`config.mk`:
```
export PLATFORM = sky130hd
export DESIGN_NAME = imem_fetch_ctrl
export DESIGN_NICKNAME = d
export VERILOG_FILES = /design/src/rtl/imem_fetch_ctrl_pkg.sv /design/src/rtl/imem_fetch_ctrl_slot.sv /design/src/rtl/imem_fetch_ctrl.sv
export SDC_FILE = /design/constraint.sdc
export NUM_CORES = 1
export LEC_CHECK = 0
export ABC_CLOCK_PERIOD_IN_PS = 3100
export CORE_MARGIN = 1
export CORE_UTILIZATION = 35
export CTS_BUF_LIST = sky130_fd_sc_hd__clkbuf_8
export CTS_CLUSTER_DIAMETER = 80
export DETAILED_ROUTE_END_ITERATION = 16
export PLACE_DENSITY = 0.74
export SYNTH_ARGS = -nofsm -noshare
export SYNTH_HDL_FRONTEND = slang
export SYNTH_HIERARCHICAL = 1
export SYNTH_SLANG_ARGS = --single-unit
```
`constraint.sdc`:
```
create_clock -name clk -period 3.1 [get_ports clk]
set_input_delay 0.62 -clock clk [delete_from_list [all_inputs] [get_ports clk]]
set_output_delay 0.62 -clock clk [all_outputs]
set_load 0.01 [all_outputs]
```
`src/rtl/imem_fetch_ctrl_pkg.sv`:
```
// Shared types and constants for the instruction-fetch sequencer.
// Holds the fetch FSM state encoding and well-known RV32I instruction words.
package rv_fetch_pkg;

    typedef enum logic [1:0] {
        ST_IDLE,
        ST_FETCH,
        ST_HALTED
    } fetch_state_e;

    localparam logic [31:0] NOP      = 32'h0000_0013;
    localparam logic [31:0] EBREAK   = 32'h0010_0073;
    localparam logic [31:0] RESET_PC = 32'h0000_0000;

    // A redirect target must be word aligned and lie inside the memory.
    function automatic logic redirect_legal(input logic [31:0] target,
                                            input int unsigned pc_w);
        return (target[1:0] == 2'b00) && ((target >> pc_w) == 32'h0);
    endfunction

endpackage

```
`src/rtl/imem_fetch_ctrl_slot.sv`:
```
// One-entry valid/ready output register holding a fetched {instr, pc} pair.
// Flush beats load, load beats a plain drain.
module fetch_slot #(
    parameter int unsigned PC_W = 9
) (
    input  logic            clk,
    input  logic            rst_n,
    input  logic            flush_i,
    input  logic            load_i,
    input  logic [31:0]     instr_i,
    input  logic [PC_W-1:0] pc_i,
    input  logic            ready_i,
    output logic            valid_o,
    output logic [31:0]     instr_o,
    output logic [PC_W-1:0] pc_o,
    output logic            accept_o
);

    logic            valid_q, valid_d;
    logic [31:0]     instr_q, instr_d;
    logic [PC_W-1:0] pc_q, pc_d;

    assign accept_o = valid_q & ready_i;

    always_comb begin
        valid_d = valid_q;
        instr_d = instr_q;
        pc_d    = pc_q;
        if (flush_i) begin
            valid_d = 1'b0;
        end else if (load_i) begin
            valid_d = 1'b1;
            instr_d = instr_i;
            pc_d    = pc_i;
        end else if (accept_o) begin
            valid_d = 1'b0;
        end
    end

    always_ff @(posedge clk or negedge rst_n) begin
        if (!rst_n) begin
            valid_q <= 1'b0;
            instr_q <= '0;
            pc_q    <= '0;
        end else begin
            valid_q <= valid_d;
            instr_q <= instr_d;
            pc_q    <= pc_d;
        end
    end

    assign valid_o = valid_q;
    assign instr_o = instr_q;
    assign pc_o    = pc_q;

endmodule

```
`src/rtl/imem_fetch_ctrl.sv`:
```
// Instruction-fetch sequencer: owns the PC, reads the combinational instruction
// memory and hands words to decode through a one-entry valid/ready slot.
module imem_fetch_ctrl
    import rv_fetch_pkg::*;
#(
    parameter int unsigned ADDR_W     = 7,
    parameter logic [31:0] RESET_PC   = rv_fetch_pkg::RESET_PC,
    parameter logic [31:0] HALT_INSTR = rv_fetch_pkg::EBREAK
) (
    input  logic              clk,
    input  logic              rst_n,
    input  logic              start,
    output logic [ADDR_W-1:0] imem_addr,
    input  logic [31:0]       imem_instr,
    output logic              if_valid,
    input  logic              if_ready,
    output logic [31:0]       if_instr,
    output logic [31:0]       if_pc,
    input  logic              redirect_valid,
    input  logic [31:0]       redirect_pc,
    output logic              busy,
    output logic              halted,
    output logic              err,
    output logic [31:0]       fetch_count
);

    localparam int unsigned PC_W = ADDR_W + 2;

    fetch_state_e    state_q, state_d;
    logic [PC_W-1:0] pc_q, pc_d;
    logic            err_q, err_d;
    logic [31:0]     fetch_count_q, fetch_count_d;

    logic            slot_valid;
    logic            slot_accept;
    logic [PC_W-1:0] slot_pc;
    logic            load;
    logic            flush;
    logic            start_go;
    logic            redir;

    // start only acts outside FETCH, and where it acts it overrides a redirect.
    assign start_go = start && (state_q != ST_FETCH);
    assign redir    = redirect_valid && (state_q != ST_IDLE) && !start_go;

    always_comb begin
        state_d = state_q;
        pc_d    = pc_q;
        err_d   = err_q;
        load    = 1'b0;
        flush   = 1'b0;
        if (start_go) begin
            state_d = ST_FETCH;
            pc_d    = RESET_PC[PC_W-1:0];
            err_d   = 1'b0;
            flush   = 1'b1;
        end else if (redir) begin
            flush = 1'b1;
            if (redirect_legal(redirect_pc, PC_W)) begin
                pc_d    = redirect_pc[PC_W-1:0];
                state_d = ST_FETCH;
            end else begin
                err_d   = 1'b1;
                state_d = ST_HALTED;
            end
        end else if ((state_q == ST_FETCH) && (!slot_valid || slot_accept)) begin
            load = 1'b1;
            // The halt word is still delivered, but the PC parks on it.
            if (imem_instr == HALT_INSTR) begin
                state_d = ST_HALTED;
            end else begin
                pc_d = pc_q + PC_W'(4);
            end
        end
    end

    assign fetch_count_d = slot_accept ? fetch_count_q + 32'd1 : fetch_count_q;

    always_ff @(posedge clk or negedge rst_n) begin
        if (!rst_n) begin
            state_q       <= ST_IDLE;
            pc_q          <= RESET_PC[PC_W-1:0];
            err_q         <= 1'b0;
            fetch_count_q <= '0;
        end else begin
            state_q       <= state_d;
            pc_q          <= pc_d;
            err_q         <= err_d;
            fetch_count_q <= fetch_count_d;
        end
    end

    fetch_slot #(
        .PC_W(PC_W)
    ) u_slot (
        .clk      (clk),
        .rst_n    (rst_n),
        .flush_i  (flush),
        .load_i   (load),
        .instr_i  (imem_instr),
        .pc_i     (pc_q),
        .ready_i  (if_ready),
        .valid_o  (slot_valid),
        .instr_o  (if_instr),
        .pc_o     (slot_pc),
        .accept_o (slot_accept)
    );

    assign imem_addr   = pc_q[PC_W-1:2];
    assign if_valid    = slot_valid;
    assign if_pc       = {{(32-PC_W){1'b0}}, slot_pc};
    assign busy        = (state_q == ST_FETCH);
    assign halted      = (state_q == ST_HALTED);
    assign err         = err_q;
    assign fetch_count = fetch_count_q;

endmodule

```
==> summary.md, run 1 <==
| Metric | Value |
|---|---|
| Outcome | `finished clean` |
| Synth Area in Simple Gates | `14.5%` |
| Mapped Area | `4270 sq um` |
| Critical path, cell by cell | `clkdlybuf4s50_1 -> nor4_1 -> nand4_1 -> o21ai_0 -> nand3_1 -> mux2_2` |
| VDD IR max | `0.208 mV` |
| Fin nets | `560` |
| Largest cells by area after synthesis | `dfrtp_1 (50%), mux2_4 (14%), buf_4 (5.3%), xnor2_1 (4.3%), xor2_1 (2.1%)` |
| CP startpoint kind | `input pin` |
| Count of state elements after synthesis | `86` |
| FP Rows | `39` |
| Hpwl dp | `7520 um` |
| Gate Count Post-Synth | `338` |
| M3 GR Usage | `2.54%` |
| Max stage delay on crit path | `0.45 ns` |
| Global-route usage over all layers | `16.0%` |
| Highest clock rate | `0.411 GHz` |
| WP data arrival | `2.67 ns` |
| Final GP Congestion | `0.793` |
| Dpl cell area | `5760 sq um` |
| Initial DRC Count | `220` |
| RSZ-0062 raised after global routing | `false` |
| Post-synthesis compound-gate area fraction | `4.49%` |
| Die Width | `112 um` |
| Worst Hold Class | `input pin to asynchronous set/reset pin` |
| CTS Sinks | `86` |
| Largest family of logic cells by synthesized area | `multiplexers` |
| Seq/Total Area, Yosys | `50.5%` |
| PwrDens | `723 nW/um^2` |
| Longest Clk Path Bufs | `2` |
| Syn Area/Cell | `12.6 sq um` |
| Tcrit/Tclk final | `78.5%` |
| Number of global-route vias before repair | `3078` |
| Ports | `176` |
| Post-CTS Resized | `0` |
| Die area | `12600 sq um` |
| GR Overflow Total | `0` |
| Worst skew pair latency | `0.35 ns` |
| Multiplexer area fraction after synthesis | `15.1%` |
| Gr busiest metal | `met2` |
| # setup viols final | `0` |
| CP endpoint kind | `register` |
| Drt total wl | `9890 um` |
| CTS clk-pin slew, worst paths | `0.09 ns` |
| Initial core utilization | `36.6%` |
| Global-route wire length before repair | `15900 um` |
| Met2 usage | `26.4%` |
| IO Port Bufs | `152` |
| CTS H-tree lvls | `3` |
| Netlist cell types | `47` |
| Post-synth top area share | `50.5%` |
| Worst Skew | `0.0116 ns` |
| Post-CTS setup buffers | `0` |
| CTS tree | `yes` |
| Pleak | `2.61 nW` |
| Slew Limit Fails | `0` |
| XOR/XNOR Fraction of Synth Area | `6.37%` |
| Post-synthesis adder-cell area fraction | `0.587%` |
| Synth warn | `6` |
| Drt wl/cell | `15.5 um` |
| Share of layout cells above drive strength 1 | `15.2%` |
| Max_cap viols | `0` |
| Kind of critical path | `input pin to register` |
| Largest net degree at the start of global routing | `87` |
| DRC viols | `0` |
| ANT nets after route | `0` |
| Vias | `3075` |
| Max-Slew Margin vs Limit | `29.5%` |
| Area grow syn2layout | `39.8%` |
| Post-route minimum period | `2.43 ns` |
| Final Util | `51.1%` |
| Worst r2r dst | `pc_q[2]` |
| Worst Path Required | `3.34 ns` |
| Vias/cell | `4.83` |
| FF-to-FF path depth | `6` |
| Reg-to-reg startpoint | `u_slot/valid_o` |
| DR pass1 iterations | `4` |
| Die span in y | `112 um` |
| Antenna cells | `0` |
| Core area | `11700 sq um` |
| Met1 usage | `20.9%` |
| Yosys top cell by area | `dfrtp_1` |
| Least-Margin Pin Slew | `1.06 ns` |
| Hold_buf cts | `0` |
| R2r setup slk | `0.98 ns` |
| Final Cell Area | `5960 sq um` |
| Root buf cell | `clkbuf_8` |
| Final Hold Fails | `0` |
| Critical Path Fanout Max | `7` |
| Setup TNS | `0 ns` |
| TritonCTS Buffers | `9` |
| Antenna violations before repair | `0` |
| Slowest CP cell | `clkdlybuf4s50_1` |
how the worst max path moves through the flow:
stage,end,depth (start not counted),start
after detailed placement,pc_q[2],6,imem_instr[8]
after global routing,pc_q[2],6,imem_instr[8]
after global placement,pc_q[3],6,imem_instr[21]
after floorplan,u_slot/instr_o[0],7,redirect_valid
after CTS,pc_q[2],6,imem_instr[8]
final,pc_q[2],6,imem_instr[8]
cells in the final DEF, fill, tap and decap left out, types with 4 or more instances in the layout:
cell type        instances
conb_1                  23
mux2_2                   4
dfrtp_1                 86
clkbuf_8                10
and3_1                  10
nor2_1                   8
nand3_1                 10
nand4_1                  8
clkdlybuf4s50_1        151
mux2_4                  40
nand2_1                 23
inv_1                    9
xor2_1                  10
a32o_1                   6
xnor2_1                 21
o21ai_0                 11
nor4_1                  12
Yosys cell counts (all sizes together):
cell	n
o32ai	1
mux2	44
nand4	10
and4	3
inv	9
o31ai	2
nand2b	2
and2	4
clkbuf	2
o41ai	1
nor2	11
nor4bb	1
nor4	13
dfrtp	86
nand3	10
conb	1
or4	1
or2	1
a32o	6
nor4b	1
or3	1
or3b	1
xnor2	21
a21boi	1
nor3	3
a22o	1
xor2	10
nand2	23
a21oi	1
and4b	1
ha	2
buf	35
nand4bb	1
o21ai	11
o21a	3
nor2b	4
and3	10
layout make-up:
type                            instances  area, sq um
Fill cell                            1035         5700
Sequential cell                        86         2150
Multi-Input combinational cell        228         1840
Timing Repair Buffer                  155         1550
Tap cell                              143          179
Clock buffer                           10          138
Clock inverter                          6         68.8
Inverter                                9         33.8
state kept, by name, summed over array words and instances (netlist names):
name and cells:
u_slot/instr_o 32, u_slot/pc_o 9, fetch_count 32, err 1, u_slot/valid_o 1, pc_q 9
state_q 2
power by group:
part	internal, mW	total, mW	leakage, nW	switching (mW)
sequential	1.45	1.71	1.10	0.264
combinational	1.14	1.79	1.41	0.650
clock	0.400	0.810	0.103	0.409
total	2.99	4.31	2.61	1.32
per-stage QoR:
| step | cells | setup WS, ns | hold slack [ns] | power (mW) |
|---|---|---|---|---|
| floorplan | 360 | 0.764 | 0.324 | 2.67 |
| global placement | 621 | 0.344 | 0.459 | 3.48 |
| detailed placement | 621 | 0.271 | 0.461 | 3.53 |
| CTS | 637 | 0.598 | 0.474 | 4.36 |
| global route | 637 | 0.570 | 0.501 | 4.55 |
| finish | 637 | 0.667 | 0.463 | 4.31 |
kinds of logic after synthesis:
logic type,Yosys count
simple gates,101
flops,86
buf+inv,46
mux,44
xor+xnor,31
compound gates,27
fa+ha+maj,2
other cells,1
routing by layer:
metal | routed length (um) | part of all wire, %
met1 | 4420 | 45
met2 | 4780 | 48
met3 | 489 | 4.9
met4 | 196 | 2.0
met5 | 0 | 0
critical path: cells and delay by family:
kind | cells | cell delay [ns]
muxes | 1 | 0.36
buffers and inverters | 1 | 0.45
AOI/OAI and AO/OA | 1 | 0.27
and+or+nand+nor | 3 | 0.97
No activity file was read; power rests on OpenSTA's default activity.
==> run 2: changes to the inputs <==
--- a/config.mk
+++ b/config.mk
@@ -5,13 +5,13 @@
 export SDC_FILE = /design/constraint.sdc
 export NUM_CORES = 1
 export LEC_CHECK = 0
-export ABC_CLOCK_PERIOD_IN_PS = 3100
+export ABC_CLOCK_PERIOD_IN_PS = 2009
 export CORE_MARGIN = 1
 export CORE_UTILIZATION = 35
 export CTS_BUF_LIST = sky130_fd_sc_hd__clkbuf_8
 export CTS_CLUSTER_DIAMETER = 80
 export DETAILED_ROUTE_END_ITERATION = 16
-export PLACE_DENSITY = 0.74
+export PLACE_DENSITY = 0.77
 export SYNTH_ARGS = -nofsm -noshare
 export SYNTH_HDL_FRONTEND = slang
 export SYNTH_HIERARCHICAL = 1
==> constraint.sdc (replaced) <==
create_clock -name clk -period 2.01 [get_ports clk]
set_input_delay 0.402 -clock clk [delete_from_list [all_inputs] [get_ports clk]]
set_output_delay 0.402 -clock clk [all_outputs]
set_load 0.01 [all_outputs]
==> summary.md, run 2 (synthesized netlist as in run 1, its figures left out) <==
| Metric | Value |
|---|---|
| Outcome | `finished clean` |
| Worst Hold Class | `input pin to asynchronous set/reset pin` |
| Root buf cell | `clkbuf_8` |
| DR pass1 iterations | `4 (unchanged)` |
| PwrDens | `1040 nW/um^2 (+44%)` |
| Final Hold Fails | `0 (unchanged)` |
| Gr busiest metal | `met2` |
| Global-route wire length before repair | `17200 um (+8.1%)` |
| Multi-input logic area | `1940 sq um (+5.5%)` |
| Die span in y | `112 um (unchanged)` |
| Antenna cells | `0 (unchanged)` |
| WP data arrival | `2.23 ns (-0.44 ns)` |
| Die area | `12600 sq um (unchanged)` |
| Least-Margin Pin Slew | `0.524 ns (-0.534 ns)` |
| Sw power | `2.07 mW (+57%)` |
| VDD IR max | `0.373 mV (+79%)` |
| # setup viols final | `0 (unchanged)` |
| Fillcell total | `978 (-5.5%)` |
| CP endpoint kind | `register` |
| Slowest CP cell | `clkdlybuf4s50_1` |
| Share of layout cells above drive strength 1 | `25.7% (+11 points)` |
| Kind of critical path | `input pin to register` |
| Die Width | `112 um (unchanged)` |
| Drt wl/cell | `15.5 um (-0.12%)` |
| Combinational power share | `44.0% (+2.5 points)` |
| Worst Skew | `0.0134 ns (+0.00185 ns)` |
| Final worst setup slack | `0.0222 ns (-0.645 ns)` |
| Pleak | `2.92 nW (+12%)` |
| M3 GR Usage | `2.92% (+0.38 points)` |
| CTS tree | `yes` |
| Hold_buf cts | `0 (unchanged)` |
| Post-route minimum period | `1.99 ns` |
| Ports | `176 (unchanged)` |
| Power Internal | `4.61 mW (+54%)` |
| Met2 usage | `27.9% (+1.5 points)` |
| Initial DRC Count | `145 (-34%)` |
| Slew Limit Fails | `0 (unchanged)` |
| Worst Path Required | `2.26 ns (-1.08 ns)` |
| Commonest non-fill, non-tap cell in the layout | `clkdlybuf4s50_1` |
| TritonCTS Buffers | `9 (unchanged)` |
| Commonest non-fill, non-tap cells in the layout | `clkdlybuf4s50_1 (143), dfrtp_1 (84), buf_4 (46)` |
| CTS H-tree lvls | `3 (unchanged)` |
| Max_cap viols | `0 (unchanged)` |
| Largest net degree at the start of global routing | `40 (-54%)` |
| Initial core utilization | `36.6% (unchanged)` |
| Place WS | `-0.484 ns (-0.756 ns)` |
| Final GP Congestion | `0.829 (+4.5%)` |
| Critical path, cell by cell | `clkdlybuf4s50_1 -> nor4_2 -> nand4_1 -> o21ai_1 -> buf_4 -> nand3_2 -> buf_6 -> a32o_1` |
| Clk pwr share | `16.8% (-2.0 points)` |
| CTS Sinks | `86 (unchanged)` |
| Hpwl dp | `7930 um (+5.5%)` |
| GR Overflow Total | `0 (unchanged)` |
| FP Rows | `39 (unchanged)` |
| Core area | `11700 sq um (unchanged)` |
| Fin nets | `606 (+8.2%)` |
| Antenna violations before repair | `0 (unchanged)` |
| Seq pwr share | `39.2% (-0.5 points)` |
| Tcrit/Tclk final | `98.9%` |
| Number of global-route vias before repair | `3484 (+13%)` |
| Highest clock rate | `0.503 GHz` |
| Longest Clk Path Bufs | `2 (unchanged)` |
| Vias | `3302 (+7.4%)` |
| Worst skew pair latency | `0.37 ns (+0.02 ns)` |
| IO Port Bufs | `152 (unchanged)` |
| CP startpoint kind | `input pin` |
| RSZ-0062 raised after global routing | `true` |
| WP buf/inv | `3 (+2)` |
| CTS clk-pin slew, worst paths | `0.09 ns (about the same)` |
| Drt total wl | `10600 um (+7.1%)` |
| Final Util | `55.2% (+4.0 points)` |
| Met1 usage | `22.3% (+1.3 points)` |
| ANT nets after route | `0 (unchanged)` |
| Vias/cell | `4.83 (+0.15%)` |
| Critical Path Fanout Max | `5 (-2)` |
| Max-Slew Margin vs Limit | `65.1% (+36 points)` |
| Crit path max-delay family | `buffers and inverters` |
| DRC viols | `0 (unchanged)` |
| Area grow syn2layout | `50.8%` |
| Global-route usage over all layers | `17.2% (+1.3 points)` |
| Storage element area | `2150 sq um (+0.12%)` |
| Switching share of power | `31.0% (+0.30 points)` |
| Max stage delay on crit path | `0.45 ns (about the same)` |
==> run 2: routing by layer <==
metal,share of wire (%),routed length (um)
met1,44,4650
met2,49,5140
met3,5.0,527
met4,2.6,275
met5,0,0
==> run 2: what timing repair did <==
action	CTS	global route
pin swaps	2	7
endpoints found under the setup margin	6	47
resized for setup	6	25
setup buffers	0	2
==> run 2: area by class of cell <==
type | count | area share, %
clock buffers | 10 | 2.14
well taps | 143 | 2.78
inverters | 9 | 0.525
repair buffers | 201 | 30.2
clock inverters | 6 | 0.700
multi-input cells | 228 | 30.1
flip-flops and latches | 86 | 33.5
==> run 2: final timing paths <==
kind | depth (start not counted) | slack [ns] | from | to
min | 1 | 0.002 | rst_n | fetch_count[29]
max reg2reg | 5 | 0.12 | fetch_count[11] | fetch_count[27]
min in group clk | 2 | 0.35 | imem_instr[30] | u_slot/instr_o[30]
min reg2reg | 1 | 0.47 | fetch_count[31] | fetch_count[31]
max in group asynchronous | 2 | 1.37 | rst_n | state_q[1]
max | 8 | 0.02 | imem_instr[8] | pc_q[6]
==> run 2: per-stage QoR <==
stage          power (mW)  cell area, sq um  TNS (ns)  cells  hold slack [ns]
5_1_grt              7.07              6430   -0.0328    683           0.0258
6_report             6.68              6430         0    683          0.00171
3_5_place_dp         5.58              6120    -18.56    665            0.423
2_1_floorplan        4.13              4360         0    360            0.106
3_3_place_gp         5.51              6120    -18.11    665            0.409
4_1_cts              6.76              6310         0    681          0.00691
==> run 2: power groups by stage <==
stage	registers, mW	clock network, mW	logic [mW]
floorplan	2.78	0	1.34
global placement	2.62	0	2.89
detailed placement	2.65	0	2.93
CTS	2.63	1.18	2.94
global route	2.70	1.26	3.12
finish	2.62	1.12	2.94
